==> src/rtl/pc_pkg.sv <==
// pc_pkg: FSM state encoding and default reset vector shared by the PC fetch unit.
package pc_pkg;
    localparam int STATE_W = 2;
    typedef enum logic [STATE_W-1:0] {
        ST_BOOT = 2'd0,
        ST_RUN  = 2'd1,
        ST_HALT = 2'd2
    } state_t;
    localparam logic [31:0] DEFAULT_RESET_VEC = 32'h0000_0000;
endpackage

==> src/rtl/pc_incr.sv <==
// pc_incr: sequential-step adder for the PC, wrapping modulo 2^XLEN.
module pc_incr #(
    parameter int XLEN = 32,
    parameter int INCR = 4
) (
    input  logic [XLEN-1:0] pc,
    output logic [XLEN-1:0] sum
);
    assign sum = pc + XLEN'(INCR);
endmodule

==> src/rtl/pc_fetch_ctrl.sv <==
// pc_fetch_ctrl: registered PC with fetch handshake, redirect/trap/halt control and link address.
// Define PC_ALIGN_CHECK_EN to reject misaligned redirects instead of masking their low bits.
module pc_fetch_ctrl
    import pc_pkg::*;
#(
    parameter int              XLEN       = 32,
    parameter logic [XLEN-1:0] RESET_VEC  = XLEN'(DEFAULT_RESET_VEC),
    parameter int              INCR       = 4,
    parameter int              ALIGN_BITS = 2
) (
    input  logic               clk,
    input  logic               rst_n,
    input  logic               redirect_valid,
    input  logic [XLEN-1:0]    redirect_target,
    input  logic               trap_valid,
    input  logic [XLEN-1:0]    trap_vec,
    input  logic               halt_req,
    input  logic               resume,
    input  logic               fetch_ready,
    output logic               fetch_valid,
    output logic [XLEN-1:0]    fetch_pc,
    output logic [XLEN-1:0]    pc_plus_incr,
    output logic [STATE_W-1:0] state_o,
    output logic               misalign_err
);
    localparam logic [XLEN-1:0] ALIGN_MASK = ~((XLEN'(1) << ALIGN_BITS) - XLEN'(1));

    state_t          state;
    logic [XLEN-1:0] pc;
    logic [XLEN-1:0] redir_tgt;
    logic [XLEN-1:0] trap_tgt;
    logic            redir_bad;
    logic            redir_take;

    pc_incr #(.XLEN(XLEN), .INCR(INCR)) u_incr (.pc(pc), .sum(pc_plus_incr));

`ifdef PC_ALIGN_CHECK_EN
    assign redir_bad = redirect_valid && |(redirect_target & ~ALIGN_MASK);
    assign redir_tgt = redirect_target;
    assign trap_tgt  = trap_vec;
`else
    assign redir_bad = 1'b0;
    assign redir_tgt = redirect_target & ALIGN_MASK;
    assign trap_tgt  = trap_vec & ALIGN_MASK;
`endif

    assign redir_take = redirect_valid && !redir_bad;
    assign fetch_pc   = pc;
    assign state_o    = state;

    // A rejected redirect only reports an error when it would otherwise have won priority.
    always_ff @(posedge clk or negedge rst_n) begin
        if (!rst_n) begin
            state        <= ST_BOOT;
            pc           <= RESET_VEC;
            fetch_valid  <= 1'b0;
            misalign_err <= 1'b0;
        end else begin
            misalign_err <= redir_bad && !trap_valid && state != ST_BOOT;
            case (state)
                ST_BOOT: begin
                    state       <= ST_RUN;
                    fetch_valid <= 1'b1;
                end
                ST_RUN: begin
                    pc <= trap_valid ? trap_tgt :
                          redir_take ? redir_tgt :
                          (fetch_valid && fetch_ready) ? pc_plus_incr : pc;
                    if (halt_req) begin
                        state       <= ST_HALT;
                        fetch_valid <= 1'b0;
                    end
                end
                ST_HALT: begin
                    pc <= trap_valid ? trap_tgt : redir_take ? redir_tgt : pc;
                    if (trap_valid || resume) begin
                        state       <= ST_RUN;
                        fetch_valid <= 1'b1;
                    end
                end
                default: begin
                    state       <= ST_BOOT;
                    fetch_valid <= 1'b0;
                end
            endcase
        end
    end
endmodule
==> config.mk <==
export PLATFORM = sky130hd
export DESIGN_NAME = pc_fetch_ctrl
export DESIGN_NICKNAME = d
export VERILOG_FILES = /design/src/rtl/pc_pkg.sv /design/src/rtl/pc_incr.sv /design/src/rtl/pc_fetch_ctrl.sv
export SDC_FILE = /design/constraint.sdc
export NUM_CORES = 1
export LEC_CHECK = 0
export ABC_AREA = 1
export BUFFER_PORTS_ARGS = -buffer_cell sky130_fd_sc_hd__buf_4
export CAP_MARGIN = 20
export CELL_PAD_IN_SITES_DETAIL_PLACEMENT = 0
export CELL_PAD_IN_SITES_GLOBAL_PLACEMENT = 1
export CORE_ASPECT_RATIO = 0.7
export CORE_MARGIN = 2
export CORE_UTILIZATION = 34
export CTS_CLUSTER_SIZE = 8
export DETAILED_ROUTE_END_ITERATION = 12
export PLACE_DENSITY_LB_ADDON = 0.1
export SETUP_SLACK_MARGIN = 0.2
export SLEW_MARGIN = 20
export SYNTH_ARGS = -nofsm -noshare
export SYNTH_HDL_FRONTEND = slang
export SYNTH_SLANG_ARGS = --single-unit
==> constraint.sdc <==
create_clock -name clk -period 2.4 [get_ports clk]
set_input_delay 0.12 -clock clk [delete_from_list [all_inputs] [get_ports clk]]
set_output_delay 0.12 -clock clk [all_outputs]
set_load 0.01 [all_outputs]
## Yosys cells after proc, flatten, opt, wreduce, memory -nomap -nowiden

Cells that the tools add are included.

- $add $sub $neg: 1
- Eq/ne operators: 6
- Multiplexer cells: 12
- Reduce and logical (&&, ||, !) cells: 6

Operator list:

| operator | count |
|---|---|
| $mux W32 | 5 |
| $pmux W32 S2 | 1 |
| $add A32 B3 Y32 const B | 1 |
| $pmux W2 S3 | 1 |
| $mux W2 | 2 |
| $ne A2 B2 Y1 const B | 2 |
| $ne A4 B4 Y1 const B | 1 |
| $ne A3 B3 Y1 const B | 1 |
| $pmux W1 S3 | 1 |
| $reduce_and A3 Y1 | 1 |
| $eq A2 B1 Y1 const B | 1 |
| $eq A2 B2 Y1 const B | 1 |
| $logic_not A2 Y1 | 1 |
| $mux W1 | 2 |
| $reduce_and A2 Y1 | 1 |
| $reduce_bool A2 Y1 | 1 |
| $logic_and A1 B1 Y1 | 1 |
| $logic_or A1 B1 Y1 | 1 |

- Register bits: 35
- Bits of input ports: 71
- Output and inout bits: 68
- Logic and storage cells: 28

## Depth between registers and ports, before layout

Gate-level depths: netlist of the first run.

- Depth after elaboration: 5
- Gate-level depth with buffers: 10
- Gate-level depth less buffers: 10

## Hierarchy

From an unflattened synthesis of the first run, not the netlist that was laid out.

- Cells, all modules: 541
- Area, all modules: 3,194.3 um^2

By module, submodules not included:

| module | instances | cells each | area each (um^2) | seq. area each (um^2) |
|---|---|---|---|---|
| pc_fetch_ctrl | 1 | 364 | 2,284.7 | 875.8 |
| pc_incr | 1 | 177 | 909.6 | 0.0 |

## Least setup slack after synthesis of the first run

Ideal clock, no wire load.

- Path kind: flip-flop to flip-flop
- Start: register state[0], in the netlist state_o[0]
- End: register pc[5], in the netlist fetch_pc[5]
- Library setup time: 0.130 ns
- Data arrival time: 1.593 ns
- Data required time: 2.270 ns
- Path slack: 0.677 ns
- Stages on the path, launching flop included: 10
- Buffers on the path: 1
- Clock period less this slack: 1.723 ns
- Cell sequence: dfrtp_1 > inv_1 > ha_1 > nor2_1 > inv_1 > buf_2 > a21oi_1 > nand2_1 > o211ai_1 > o21ai_0

- Longest elaborated chain between the ends: 3
- Elaborated cells on any way between the ends: 7
- Those cells by class: eq/ne: 4; mux: 1; reduce/logical: 2

Ends and longest elaborated chain:

| what | RTL line | RTL |
|---|---|---|
| start, declared | pc_fetch_ctrl.sv:28 | `state_t state;` |
| start signal, assigned | pc_fetch_ctrl.sv:54 | `state <= ST_BOOT;` |
| start signal, assigned | pc_fetch_ctrl.sv:62 | `state <= ST_RUN;` |
| start signal, assigned | pc_fetch_ctrl.sv:70 | `state <= ST_HALT;` |
| $eq A2 B1 Y1 / $eq A2 B2 Y1 (equally long branches) | pc_fetch_ctrl.sv:60 | `case (state)` |
| $ne A4 B4 Y1 (no source line) (tied with other cells) | n/a |  |
| $reduce_and A3 Y1 (no source line) | n/a |  |
| end signal, assigned | pc_fetch_ctrl.sv:66 | `pc <= trap_valid ? trap_tgt :` |
| end signal, assigned | pc_fetch_ctrl.sv:75 | `pc <= trap_valid ? trap_tgt : redir_take ? redir_tgt : pc;` |
| end, declared | pc_fetch_ctrl.sv:29 | `logic [XLEN-1:0] pc;` |

Parallel ways exist; a longest one is shown, timed or not.
A chain may end at the register's enable or synchronous reset.

## Worst setup path in the final report of the first run

- Start: register pc[3], in the netlist fetch_pc[3]
- End: output port pc_plus_incr[28]

- Longest elaborated chain between the ends: 1

Ends and longest elaborated chain:

| what | RTL line | RTL |
|---|---|---|
| $add A32 B3 Y32 | pc_incr.sv:9 | `assign sum = pc + XLEN'(INCR);` |
| end, declared | pc_fetch_ctrl.sv:22 | `output logic [XLEN-1:0] pc_plus_incr,` |

No other way between the ends.

==> impl_results.md, run 1 <==
- Power Dens Cells: 1250 nW/um2
- Mean Syn Cell Area: 6.11 um2
- Number of global-route vias before repair: 3434
- Most instantiated cells after synthesis: nand2_1, inv_1, nor2_1
- WL/cell: 14.6 um
- Clock sinks: 32
- Fin crit period: 2.02 ns
- CP Data Required Time: 2.28 ns
- XOR/XNOR Fraction of Synth Area: 0.0226
- Hold Crit Class: primary input to flop
- Antenna violations before repair: 0
- CTS tree: built
- Share of layout cells above drive strength 1: 0.254
- Worst EP arrival: 1.90 ns
- Flip-flop and latch area: 801 um2
- Synth unique cells: 30
- Multiplexer share of the synthesized area: 0
- Worst clock skew: 0.00737 ns
- # DRC: 0
- Layout filler cell count: 968
- Leak: 0.00228 uW
- H-tree depth: 2
- Synth Area in Simple Gates: 0.348
- Core Util, Final: 0.479
- Root buffer cell: clkbuf_16
- Total power: 5380 uW
- Synth area leaders: dfrtp_1, nand2_1, inv_1, nor2_1, a21oi_1
- Post-Syn Instances: 507
- Delay of the slowest cell on the worst path: 0.41 ns
- Antenna diodes: 0
- F_max: 496 MHz
- Die Span X: 118 um
- Max_cap viols: 0
- Seq/Total Area, Yosys: 0.258
- Synth Warn #: 0
- EDFF count, synth: 0
- Global route total overflow: 0
- Post-route ant nets: 0
- Global-route usage over all layers: 0.226
- First-pass GRT wire length: 17.8 mm
- Clock latency on the worst-skew pair: 0.29 ns
- Most Frequent Cell on Critical Path: nand2_1
- Initial DRC Count: 155
- TNS Setup: 0 ns
- Compound-Gate Fraction of Synth Area: 0.208
- Port-buffer cells: 129
- Maximum number of pins on one net before global-route repair: 33
- RSZ-0062 raised after global routing: no
- Bufs and invs on worst path: 2
- Number of synthesized register bits: 32
- Area grow syn2layout: 38.6%
- Die ar.: 9910 um2
- Post-DR vias/cell: 4.75
- Postcts setup bufs: 0
- Vias: 3583
- Nets: 707
- Status: completed
- Slowest CP cell: dfrtp_1
- Yosys top cell area share: 0.258
- Starting Density: 0.346
- CP top delay family: simple AND/OR/NAND/NOR gates
- Area leader, netlist: dfrtp_1
- # rows: 29
- Largest family of logic cells by synthesized area: simple AND/OR/NAND/NOR gates
- Final Hold Viols: 0
- CP Class: flop to output port
- Peak supply drop: 0.000549 V
- CORE AREA: 8960 um2
- CTS clk-pin slew, worst paths: 0.06 ns
- Fin crit share: 0.840
- Pre-Repair DR Iteration Count: 4
- Max FO, Critical Path: 5
- Synth Flop Type: dfrtp_1
- Crit end category: output port
- Placed wire-length estimate: 8.30 mm
- Final setup violation count: 0
- Post-synth ARST share: 1.00
- Synthesized area: 3100 um2
- Routability congestion estimate from global placement: 0.872
- Adder-cell share of the synthesized area: 0.0202
- CTS buffer count: 5
- Final Max Slew Viols: 0
- Kind of start point of the critical path: flop
- Clk buf depth: 2
- CP cell instances: ha_2, nand3_1, nor2_4, nand2_1, inv_2, nand2_1, nand2_1, nand2_1, buf_4
- I/O pins: 139
- Area of the multi-input gates: 1880 um2
- Die height: 83.9 um
- Top-count cell post-synth: nand2_1
- Final WL: 11.0 mm
-- tightest hold or removal path: cells and delay by family --
kind            cells  cell delay, ns
compound gates      1            0.07
simple gates        1            0.05
buf+inv             1            0.08
-- metrics by stage --
stage,instances,setup WS (ns),area (um2),hold WS (ns)
after global placement,747,0.602,4120,0.107
final,755,0.384,4290,0.0651
after CTS,755,0.288,4290,0.0621
after detailed placement,747,0.550,4120,0.114
after floorplan,511,0.677,3110,-0.176
after global routing,755,0.242,4290,0.0654
-- cell families (layout without fill, tap and decap cells) --
kind of cell | Yosys count | after routing
other | 1 | 5
buffers and inverters | 97 | 217
AO/OA/AOI/OAI | 108 | 108
adder cells (fa/ha/maj) | 5 | 5
flip-flops | 32 | 32
XOR/XNOR | 8 | 8
AND/OR/NAND/NOR | 256 | 256
-- area by class of cell --
| class | count | area share |
|---|---|---|
| inverter | 73 | 0.0638 |
| tap | 124 | 0.0361 |
| sequential | 32 | 0.186 |
| timing repair buffer | 137 | 0.240 |
| clock buffer | 7 | 0.0355 |
| multi-input combinational | 382 | 0.438 |
-- registers in the layout, summed over array words and instances, names as in the netlist --
name	cells
fetch_pc	30
state_o	2
-- final timing paths --
kind | startpoint | to | slack, ns | cells past startpoint
setup / recovery | fetch_pc[3] | pc_plus_incr[28] | 0.38 | 9
hold / removal | trap_vec[7] | fetch_pc[7] | 0.07 | 3
setup reg to reg | state_o[0] | state_o[0] | 0.53 | 10
hold reg to reg | fetch_pc[3] | fetch_pc[3] | 0.57 | 2
max in group asynchronous | rst_n | fetch_pc[22] | 1.73 | 2
min in group asynchronous | rst_n | fetch_pc[8] | 0.33 | 2
-- layout by cell type, fill, tap and decap left out --
cell	instances
nand2_1	154
buf_4	136
inv_1	70
nor2_1	54
a21oi_1	36
nand3_1	32
dfrtp_1	32
o21ai_0	26
a211oi_1	21
a21boi_1	14
nor2_4	7
xor2_1	6
conb_1	5
clkbuf_16	5
o21ai_1	4
o211ai_1	4
ha_1	4
nand2_2	3
inv_2	3
nor2_2	2
and2_1	2
xnor2_1	2
a21boi_0	2
clkbuf_8	2
nand2_4	1
nand3b_1	1
o22ai_1	1
ha_2	1
dlygate4sd3_1	1
-- power breakdown --
group	total (uW)	internal, uW	switching [uW]
clock network	684	436	248
registers	1240	835	410
logic	3450	1490	1960
-- per-layer routing --
layer,global-route usage,vias up,share of wire,wire (um)
li1,-,1855,-,-
met1,0.335,1621,0.53,5850
met2,0.338,100,0.40,4450
met3,0.0464,7,0.057,630
met4,0.0438,0,0.0079,87
met5,0,-,0,0
-- repair_timing --
action                                  CTS  global route
hold endpoints to repair                 32             0
endpoints found under the setup margin    0             2
hold buffers                              1             0
gates resized for setup                   0             3
Note: power is estimated with default switching activity, not from simulation.
==> run 2: changes to the inputs <==
--- a/config.mk
+++ b/config.mk
@@ -5,14 +5,14 @@
 export SDC_FILE = /design/constraint.sdc
 export NUM_CORES = 1
 export LEC_CHECK = 0
-export ABC_AREA = 1
+export ABC_AREA = 0
 export BUFFER_PORTS_ARGS = -buffer_cell sky130_fd_sc_hd__buf_4
 export CAP_MARGIN = 20
 export CELL_PAD_IN_SITES_DETAIL_PLACEMENT = 0
 export CELL_PAD_IN_SITES_GLOBAL_PLACEMENT = 1
 export CORE_ASPECT_RATIO = 0.7
 export CORE_MARGIN = 2
-export CORE_UTILIZATION = 34
+export CORE_UTILIZATION = 33
 export CTS_CLUSTER_SIZE = 8
 export DETAILED_ROUTE_END_ITERATION = 12
 export PLACE_DENSITY_LB_ADDON = 0.1
==> constraint.sdc (replaced) <==
create_clock -name clk -period 2.1 [get_ports clk]
set_input_delay 0.105 -clock clk [delete_from_list [all_inputs] [get_ports clk]]
set_output_delay 0.105 -clock clk [all_outputs]
set_load 0.01 [all_outputs]
==> run 2 against run 1 <==
Effect of this change: die area shrank 7.7%; combinational power grew 69%; cell area grew 16%; clock power grew 10%; core utilization grew 14 points; wire length shrank 0.47%; sequential share of layout area shrank 2.2 points; count of clock-buffer cells in the layout shrank 1; sequential power grew 10%.
==> impl_results.md, run 2 <==
- Area grow syn2layout: 80.2%
- Die ar.: 9150 um2
- I/O pins: 139
- Maximum number of pins on one net before global-route repair: 33
- NetSw: 3460 uW
- Seq/Total Area, Yosys: 0.289
- Root buffer cell: clkbuf_16
- Most frequent cells in the layout: buf_4, nor2_1, o21ai_0
- Setup WS post-layout: 0.140 ns
- Nets: 602
- Post-route ant nets: 0
- Post-synth ARST share: 1.00
- H-tree depth: 2
- Yosys top cell area share: 0.289
- Area leader, netlist: dfrtp_1
- Worst clock skew: 0.00432 ns
- Final WL: 11.0 mm
- Clock Power Share: 0.095
- Most common cell after layout, fill and taps aside: buf_4
- Hold Crit Class: primary input to flop
- Worst-Margin Slew: 0.658 ns
- Die Span X: 113 um
- Starting Density: 0.346
- Fin cells: 628
- Flip-flop count of the largest register after layout: 30
- First-pass GRT wire length: 16.3 mm
- Status: completed
- Most instantiated cells after synthesis: nor2_1, dfrtp_1, o21ai_0
- Kind of start point of the critical path: flop
- Routability congestion estimate from global placement: 0.805
- Max FO, Critical Path: 5
- Number of global-route vias before repair: 3094
- F_max: 510 MHz
- CTS buffer count: 5
- Final Hold Viols: 0
- CTS tree: built
- Synth Flop Type: dfrtp_1
- Clock sinks: 32
- WL/cell: 17.5 um
- DP Cell Count: 564
- Number of synthesized register bits: 32
- CP Data Required Time: 2.00 ns
- Leak: 0.00235 uW
- Final setup violation count: 0
- CP Class: flop to output port
- # DRC: 0
- Min Hold Slack: 0.0588 ns
- Synth area leaders: dfrtp_1, nor2_1, o21ai_0, a221oi_1, xnor2_1
- Global-route usage over all layers: 0.230
- Pre-Repair DR Iteration Count: 4
- Post-Syn Instances: 327
- Antenna diodes: 0
- Clock latency on the worst-skew pair: 0.29 ns
- Worst EP arrival: 1.86 ns
- Die height: 80.6 um
- # rows: 27
- TNS Setup: 0 ns
- Port-buffer cells: 129
- Global route total overflow: 0
- Top-count cell post-synth: nor2_1
- Max_cap viols: 0
- Synth unique cells: 53
- Synth Warn #: 0
- Initial DRC Count: 246
- Switching Share: 0.435
- Clk buf depth: 2
- Power Dens Cells: 1590 nW/um2
- Crit end category: output port
- Peak supply drop: 0.000740 V
- Mean Syn Cell Area: 8.46 um2
- Synthesized area: 2770 um2
- Placed wire-length estimate: 7.44 mm
- Share of layout cells above drive strength 1: 0.569
- Layout filler cell count: 693
- Fin crit share: 0.933
- Antenna violations before repair: 0
- Post-DR vias/cell: 5.28
- Relative slew slack: 0.557
- Final Max Slew Viols: 0
- Worst reg-to-reg setup slack: 0.16 ns
- RSZ-0062 raised after global routing: yes
- Fin crit period: 1.96 ns
- CTS clk-pin slew, worst paths: 0.06 ns
- Combinational fraction of design power: 0.733
- EDFF count, synth: 0
- Internal: 4490 uW
- DP Worst Slack: 0.121 ns
- Sequential share of power: 0.172
- Vias: 3313
- CORE AREA: 8010 um2
[run 2: cell types whose count changed in the layout (fill, tap and decap cells not counted), moves of 20 or more]
| cell | change |
|---|---|
| a211oi_1 | -20 |
| buf_4 | +54 |
| a21oi_1 | -26 |
| nand3_1 | -27 |
| inv_1 | -60 |
| nand2_1 | -131 |
[run 2: path summary, 6_finish.rpt]
path                                startpoint  cells after the start                to
setup / recovery                  fetch_pc[11]                      6  pc_plus_incr[29]
hold / removal             redirect_target[21]                      3      fetch_pc[21]
setup reg to reg                    state_o[0]                      8      fetch_pc[13]
hold reg to reg                   fetch_pc[27]                      2      fetch_pc[27]
max in group asynchronous                rst_n                      2      fetch_pc[12]
min in group asynchronous                rst_n                      2       fetch_pc[7]
[run 2: cell families after synthesis]
group                      Yosys count  share of synthesized area
DFF                                 32                      0.289
adders and majority gates            5                     0.0226
AOI/OAI and AO/OA                  100                      0.258
buffers and inverters               37                     0.0692
other                                1                    0.00135
xor gates and xnor gates            26                     0.0931
and+or+nand+nor                    126                      0.266
[run 2: layout make-up]
type,count,area (um2),share of cell area
tap,101,126,0.0253
timing repair buffer,212,1700,0.342
multi-input combinational,262,2130,0.427
clock buffer,6,139,0.0279
inverter,13,53.8,0.0108
clock inverter,2,10.0,0.00201
sequential,32,822,0.165
[run 2: per-layer routing]
layer	track usage	wire, um	up-vias
met2	0.354	5060	122
met3	0.0370	710	8
met5	0	0	-
met4	0.0622	110	0
li1	-	-	1609
met1	0.334	5090	1574
[run 2: stage by stage]
stage,cell area (um2),util,total power [uW]
2_1_floorplan,2850,-,3970
3_3_place_gp,4000,0.500,5830
4_1_cts,4440,0.554,7070
6_report,4990,0.623,7940
5_1_grt,4990,0.623,8520
3_5_place_dp,4000,0.500,5890
[run 2: worst max-delay path, cell delays in order, from the launching register on]
cell	delay, ns
dfrtp_2	0.38
nand3_4	0.14
nor4_4	0.40
buf_4	0.17
nand3_1	0.12
xnor2_2	0.21
buf_4	0.15
[run 2: timing repair]
action	in CTS	in global routing
pin swaps	15	22
endpoints found under the hold margin	32	0
gates cloned	0	2
hold buffers	1	0
setup endpoints to repair	35	38
buffers inserted	27	26
resized for setup	20	60
[run 2: power groups by stage]
stage               clock network, uW  registers, uW  logic [uW]
global route                      804           1410        6300
detailed placement                  0           1500        4380
global placement                    0           1480        4360
CTS                               770           1360        4940
finish                            755           1370        5820
floorplan                           0           1580        2390
==> run 3: changes to the inputs <==
--- a/config.mk
+++ b/config.mk
@@ -15,7 +15,7 @@
 export CORE_UTILIZATION = 33
 export CTS_CLUSTER_SIZE = 8
 export DETAILED_ROUTE_END_ITERATION = 12
-export PLACE_DENSITY_LB_ADDON = 0.1
+export PLACE_DENSITY = 0.83
 export SETUP_SLACK_MARGIN = 0.2
 export SLEW_MARGIN = 20
 export SYNTH_ARGS = -nofsm -noshare
==> run 3 against run 2 <==
Effect of this change: first-iteration DRC count decreased by 24%; critical path depth increased by 1; highest routed layer unchanged; maximum frequency down 2.3%; power up 1.5%; final cell count is 0.64% lower; wire length grew 0.10%; largest cell class unchanged; setup slack got worse by 0.046 ns; sequential share of layout area up 0.18 points; hold slack lost 0.0076 ns.
==> impl_results.md, run 3 (synthesis results as in run 2) <==
- Post-route ant nets: 0
- Placed wire-length estimate: 7.19 mm
- # DRC: 0
- Area of the multi-input gates: 2090 um2
- Worst-Margin Slew: 0.576 ns
- CTS tree: built
- Number of global-route vias before repair: 3088
- Leak: 0.00232 uW
- H-tree depth: 2
- Fin cells: 624
- Flip-flop count of the largest register after layout: 30
- Switching Share: 0.429
- Clock latency on the worst-skew pair: 0.29 ns
- Fin crit share: 0.956
- Fin crit period: 2.01 ns
- Layout filler cell count: 710
- Initial DRC Count: 186
- First-pass GRT wire length: 15.7 mm
- Relative slew slack: 0.615
- Power Dens Cells: 1630 nW/um2
- Most frequent cells in the layout: buf_4, nor2_1, o21ai_0
- Final Max Slew Viols: 0
- Root buffer cell: clkbuf_16
- Max FO, Critical Path: 6
- Flip-flop and latch area: 826 um2
- Vias: 3302
- Max_cap viols: 0
- Most common cell after layout, fill and taps aside: buf_4
- Status: completed
- Antenna diodes: 0
- # rows: 27
- CTS clk-pin slew, worst paths: 0.06 ns
- Internal: 4600 uW
- Antenna violations before repair: 0
- Worst clock skew: 0.00749 ns
- Peak supply drop: 0.000744 V
- Nets: 598
- Port-buffer cells: 129
- Total power: 8060 uW
- CP Data Required Time: 2.00 ns
- I/O pins: 139
- Share of layout cells above drive strength 1: 0.566
- Hold Crit Class: primary input to flop
- RSZ-0062 raised after global routing: yes
- Die Span X: 113 um
- Global-route usage over all layers: 0.222
- Final setup violation count: 0
- Maximum number of pins on one net before global-route repair: 33
- Starting Density: 0.346
- Crit end category: output port
- DP Cell Count: 565
- Area grow syn2layout: 79.0%
- NetSw: 3460 uW
- Global route total overflow: 0
- Die ar.: 9150 um2
- Clk buf depth: 2
- Combinational fraction of design power: 0.721
- Post-DR vias/cell: 5.29
- Sequential share of power: 0.173
- Clock Power Share: 0.106
- Final Hold Viols: 0
- F_max: 498 MHz
- Clock sinks: 32
- Routability congestion estimate from global placement: 0.791
- WL/cell: 17.6 um
- Pre-Repair DR Iteration Count: 4
- Final WL: 11.0 mm
- CTS buffer count: 5
- Worst EP arrival: 1.90 ns
- Die height: 80.6 um
- Min Hold Slack: 0.0512 ns
- CP Class: flop to output port
- Kind of start point of the critical path: flop
- CORE AREA: 8010 um2
run 3: power groups by stage:
| stage | Combinational, uW | Clock, uW | Sequential (uW) |
|---|---|---|---|
| after global routing | 6290 | 881 | 1440 |
| after global placement | 4340 | 0 | 1460 |
| final | 5810 | 853 | 1400 |
| after detailed placement | 4400 | 0 | 1470 |
| after floorplan | 2390 | 0 | 1580 |
| after CTS | 4930 | 853 | 1390 |
run 3: worst paths after layout:
kind	startpoint	end	slack, ns	cells after the start
setup / recovery	fetch_pc[9]	pc_plus_incr[16]	0.09	7
max in group asynchronous	rst_n	fetch_pc[8]	1.42	2
hold / removal	redirect_target[21]	fetch_pc[21]	0.05	3
setup reg to reg	fetch_pc[11]	fetch_pc[29]	0.11	8
min in group asynchronous	rst_n	fetch_pc[18]	0.31	2
hold reg to reg	fetch_pc[27]	fetch_pc[27]	0.64	2
run 3: cell type report:
| class | instances | area share |
|---|---|---|
| flip-flops and latches | 32 | 0.167 |
| well taps | 101 | 0.0255 |
| repair buffers | 208 | 0.342 |
| multi-input cells | 262 | 0.422 |
| inverters | 13 | 0.0106 |
| clock buffers | 6 | 0.0260 |
| clock inverters | 2 | 0.00707 |
run 3: repair_timing:
action	in CTS	in global routing
hold buffers	1	0
pin swaps	16	27
setup endpoints to repair	28	40
resized for setup	32	43
gates cloned	0	2
endpoints found under the hold margin	32	0
setup buffers	30	18
run 3: metrics by stage:
| stage | TNS, ns | util | setup slack (ns) | area [um2] |
|---|---|---|---|---|
| 2_1_floorplan | 0 | - | 0.135 | 2850 |
| 3_3_place_gp | -0.0861 | 0.501 | -0.0861 | 4010 |
| 3_5_place_dp | 0 | 0.501 | 0.130 | 4010 |
| 4_1_cts | 0 | 0.568 | 0.117 | 4550 |
| 5_1_grt | -0.0162 | 0.619 | -0.00867 | 4950 |
| 6_report | 0 | 0.619 | 0.0933 | 4950 |
run 3: metal layers:
layer / vias to the layer above / share of wire / GRT usage
met5: - / 0 / 0
met4: 0 / 0.015 / 0.0671
met3: 15 / 0.085 / 0.0483
met2: 129 / 0.44 / 0.345
met1: 1567 / 0.46 / 0.310
li1: 1591 / - / -
run 3: critical path, stage by stage (launching register included):
cell and delay, ns:
dfrtp_2 0.38, nand4_4 0.12, buf_6 0.15, nor4_4 0.36, buf_4 0.22, buf_4 0.11, xor2_1 0.14, buf_4 0.14
